$ cat config.mk
export PLATFORM = sky130hd
export DESIGN_NAME = iter_shifter
export DESIGN_NICKNAME = d
export VERILOG_FILES = /design/src/rtl/iter_shifter_pkg.sv /design/src/rtl/iter_shifter_shift_stage.sv /design/src/rtl/iter_shifter.sv
export SDC_FILE = /design/constraint.sdc
export NUM_CORES = 1
export LEC_CHECK = 0
export CAP_MARGIN = 15
export CORE_MARGIN = 2
export CORE_UTILIZATION = 50
export DETAILED_ROUTE_END_ITERATION = 10
export GPL_TIMING_DRIVEN = 0
export PLACE_DENSITY = 0.79
export SYNTH_ARGS = -nofsm -noshare
export SYNTH_HDL_FRONTEND = slang
export SYNTH_SLANG_ARGS = --single-unit
export TNS_END_PERCENT = 100
$ cat constraint.sdc
create_clock -name clk -period 4 [get_ports clk]
set_input_delay 0.8 -clock clk [delete_from_list [all_inputs] [get_ports clk]]
set_output_delay 0.8 -clock clk [all_outputs]
set_load 0.02 [all_outputs]
$ cat src/rtl/iter_shifter_pkg.sv
// Shared shift-op and FSM encodings for the iterative shifter and the ALU.
package iter_shifter_pkg;

  typedef enum logic [1:0] {
    SH_SLL = 2'b00,
    SH_ROR = 2'b01,
    SH_SRL = 2'b10,
    SH_SRA = 2'b11
  } shift_op_e;

  typedef enum logic [1:0] {
    ST_IDLE  = 2'b00,
    ST_SHIFT = 2'b01,
    ST_DONE  = 2'b10
  } fsm_state_e;

  // Width needed to hold a per-step amount of 0..step inclusive.
  function automatic int unsigned step_k_width(input int unsigned step);
    return $clog2(step) + 1;
  endfunction

endpackage

$ cat src/rtl/iter_shifter_shift_stage.sv
// One combinational shift step of k (0..STEP) bit positions for any shift op.
module shift_stage
  import iter_shifter_pkg::*;
#(
  parameter int unsigned DATA_WIDTH = 32,
  parameter int unsigned STEP       = 8
) (
  input  logic [DATA_WIDTH-1:0]          data,
  input  shift_op_e                      op,
  input  logic [step_k_width(STEP)-1:0]  k,
  output logic [DATA_WIDTH-1:0]          shifted
);

  // Rotate is taken from the low half of a doubled operand shifted right.
  always_comb begin
    shifted = data;
    case (op)
      SH_SLL:  shifted = data << k;
      SH_ROR:  shifted = DATA_WIDTH'({data, data} >> k);
      SH_SRL:  shifted = data >> k;
      SH_SRA:  shifted = DATA_WIDTH'($signed(data) >>> k);
      default: shifted = data;
    endcase
  end

endmodule

$ cat src/rtl/iter_shifter.sv
// Multi-cycle shifter: shifts up to STEP positions per cycle, valid/ready on both sides.
module iter_shifter
  import iter_shifter_pkg::*;
#(
  parameter int unsigned DATA_WIDTH = 32,
  parameter int unsigned STEP       = 8
) (
  input  logic                  clk,
  input  logic                  rst_n,
  input  logic                  in_valid,
  output logic                  in_ready,
  input  logic [DATA_WIDTH-1:0] A,
  input  logic [DATA_WIDTH-1:0] B,
  input  logic [1:0]            Shiftop,
  output logic                  out_valid,
  input  logic                  out_ready,
  output logic [DATA_WIDTH-1:0] Result,
  output logic                  busy
);

  localparam int unsigned SHAMT_W = $clog2(DATA_WIDTH);
  localparam int unsigned K_W     = step_k_width(STEP);

  fsm_state_e              state_q, state_d;
  logic [DATA_WIDTH-1:0]   data_q, data_d;
  shift_op_e               op_q, op_d;
  logic [SHAMT_W-1:0]      rem_q, rem_d;
  logic [K_W-1:0]          step_k;
  logic [DATA_WIDTH-1:0]   stage_data;
  logic [SHAMT_W-1:0]      req_amt;
  logic [DATA_WIDTH-SHAMT_W-1:0] b_unused;

  // Amount is taken modulo DATA_WIDTH; the upper bits of B are dropped.
  assign req_amt  = B[SHAMT_W-1:0];
  assign b_unused = B[DATA_WIDTH-1:SHAMT_W];

  always_comb begin
    if (32'(rem_q) > STEP) step_k = K_W'(STEP);
    else                   step_k = K_W'(rem_q);
  end

  shift_stage #(
    .DATA_WIDTH (DATA_WIDTH),
    .STEP       (STEP)
  ) u_stage (
    .data    (data_q),
    .op      (op_q),
    .k       (step_k),
    .shifted (stage_data)
  );

  // Next-state and datapath update.
  always_comb begin
    state_d = state_q;
    data_d  = data_q;
    op_d    = op_q;
    rem_d   = rem_q;
    case (state_q)
      ST_IDLE: begin
        if (in_valid) begin
          data_d  = A;
          op_d    = shift_op_e'(Shiftop);
          rem_d   = req_amt;
          state_d = (req_amt != '0) ? ST_SHIFT : ST_DONE;
        end
      end
      ST_SHIFT: begin
        data_d = stage_data;
        rem_d  = rem_q - SHAMT_W'(step_k);
        if (rem_d == '0) state_d = ST_DONE;
      end
      ST_DONE: begin
        if (out_ready) state_d = ST_IDLE;
      end
      default: state_d = ST_IDLE;
    endcase
  end

  // Handshake flags are registered from the next state so they track state_q exactly.
  always_ff @(posedge clk or negedge rst_n) begin
    if (!rst_n) begin
      state_q   <= ST_IDLE;
      data_q    <= '0;
      op_q      <= SH_SLL;
      rem_q     <= '0;
      in_ready  <= 1'b1;
      out_valid <= 1'b0;
      busy      <= 1'b0;
    end else begin
      state_q   <= state_d;
      data_q    <= data_d;
      op_q      <= op_d;
      rem_q     <= rem_d;
      in_ready  <= (state_d == ST_IDLE);
      out_valid <= (state_d == ST_DONE);
      busy      <= (state_d != ST_IDLE);
    end
  end

  assign Result = data_q;

endmodule
==> out/summary.txt <==
status - finished, violations left
failing checks - max-capacitance violations
fin cells - 1,031
area growth from synthesis to layout - 19.2%
DIE AREA - 12,600 um2
largest net degree at the start of global routing - 25
drt pass-1 iters - 9
Crit path buffers/inverters - 2
clock tree from TritonCTS - done
gpl congestion - 1.11
Residual DRC - 0
WP data required - 4200 ps
H-tree depth - 2
total CTS buffers - 5
critical path startpoint category - flip-flop
clock root cell - clkbuf_16
die boundary height - 112 um
Initial Util - 0.513
most frequent cells after synthesis - 76 x nand2_1, 74 x nor2_1, 65 x o21ai_0
Final Hold Vio Count - 0
r2r setup slk - 430 ps
global-route wire length before repair - 50.0 mm
slowest stage delay, CP - 1040 ps
critical path class - reg -> reg
detailed-route wire length - 35.1 mm
Yosys top cell area share - 0.183
fmax - 280 MHz
initial antenna violation count - 0
cell count after synthesis - 801
most used flip-flop cell after synthesis - dfrtp_1
slew at the pin closest to its max-slew limit - 1470 ps
Worst setup endpoint - Result[30]
Final Skew - 10.3 ps
Hold-fix buffers, CTS - 0
post-CTS sizing - 0
MaxCap Viol Count - 1
crit path cell chain - inv_1 > ha_1 > clkbuf_1 > nand2_1 > o31ai_1 > a2111oi_0 > a211o_1
clk_lat worst skew - 320 ps
Finish-stage setup viols - 0
CTS max path bufs - 2
Setup WS pre-CTS - 635 ps
Antenna Cells - 0
Starting DRT DRC Count - 2,198
critical path capture point type - flip-flop
period utilization - 0.894
share of layout cells above drive strength 1 - 0.0935
worst min path class - in -> async
CORE AREA - 11,500 um2
Final WS setup - 426 ps
Synth cell types - 83
Levels on crit path - 7
Port Buffers - 76
CP startpoint - op_q[0]
crit-path max FO - 10
max_slew headroom - 0.0112
top post-synthesis cells by area - dfrtp_1 18%, mux2i_1 8.7%, o21ai_0 5.5%
syn nets - 876
Reg-to-Reg End - Result[30]
Yosys top cell by area - dfrtp_1
worst r2r src - op_q[0]
all-layer global routing usage - 0.535
total vias in the final route - 8,371
synthesized cell area - 5880 um2
setup TNS - 0 ps
slowest cell on the critical path - o31ai_1
GRT overflow - 0
Antenna Nets Post-Route - 0
CP top delay family - compound AO/OA/AOI/OAI gates
register area share after synthesis - 0.187
synth warn - 0
CTS clk-pin slew, worst paths - 70 ps
RSZ-0062 raised after global routing - false
min Tclk post-route - 3570 ps
Crit path arrival time - 3780 ps
Die Span X - 112 um
vias per inst - 8.12
count leader, synth - nand2_1
# rows - 39
Worst R2R Path Depth - 7
DP HPWL - 24.1 mm
Final Util - 0.611
Slew Limit Fails - 0
number of synthesized register bits - 44
average size of a mapped cell - 7.34 um2
dpl cells - 1,021
ys async rst share - 1.00
post-DR wirelength/cell - 34.1 um
nets - 962
count of clock tree sinks - 44
postcts setup bufs - 0
vias in the first global route - 7,682
number of flops mapped to enable cells by yosys - 0
Boundary Pins - 105
==> per-layer routing <==
| layer | vias to the layer above | track usage | part of all wire |
|---|---|---|---|
| met2 | 1028 | 0.733 | 0.39 |
| met3 | 312 | 0.240 | 0.18 |
| li1 | 3195 | - | - |
| met5 | - | 0 | 0 |
| met4 | 0 | 0.354 | 0.090 |
| met1 | 3836 | 0.674 | 0.35 |
==> cells by family after synthesis <==
group           Yosys count  synth area share
compound gates          318             0.369
fa+ha+maj                 5            0.0106
buf+inv                 119            0.0957
flops                    44             0.187
mux                      68             0.135
other cells               2           0.00128
simple gates            245             0.201
==> layout by cell type (no fill, tap or decap), types with 12 or more instances in the layout <==
master	n
nand2_1	76
nor3_1	13
nor2b_1	12
mux2i_1	51
o22ai_1	36
a211oi_1	13
o21ai_0	65
a22oi_1	14
clkbuf_1	59
clkdlybuf4s50_1	75
a221oi_1	17
or3_1	13
a21oi_1	58
nor2_1	74
inv_1	13
dfrtp_1	43
buf_2	28
==> worst min-delay path by stage <==
stage / end / startpoint / depth (start not counted)
floorplan: Result[0] / rst_n / 0
global placement: op_q[1] / op_q[1] / 2
detailed placement: op_q[1] / op_q[1] / 2
CTS: rem_q[2] / rst_n / 1
global route: Result[20] / rst_n / 1
finish: rem_q[2] / rst_n / 1
==> state kept, by name (all words and copies together) (netlist names) <==
name / count
in_ready: 1
state_q: 2
rem_q: 5
op_q: 2
Result: 32
out_valid: 1
busy: 1
==> area by class of cell <==
class                      instances  area [um2]
fill                            1098        4460
multi-input combinational        638        4220
sequential                        44        1100
timing repair buffer              79         801
buffer                           106         514
tap                              143         179
clock buffer                       7         143
inverter                          13        48.8
clock inverter                     1        7.51
==> metrics by stage <==
stage,cell area (um2),hold slack [ps]
3_3_place_gp,6820,584
2_1_floorplan,5880,504
5_1_grt,7010,542
3_5_place_dp,6840,611
6_report,7010,498
4_1_cts,6990,510
==> worst reg2reg max path: cells and delay by family (launching register included) <==
family	cells	cell delay [ps]
AOI/OAI and AO/OA	3	1590
buffers and inverters	2	690
and+or+nand+nor	1	460
DFF	1	390
adders and majority gates	1	340
Power is not shown: default switching activity piles up to over one toggle a cycle in this logic, so the estimate is an artifact.
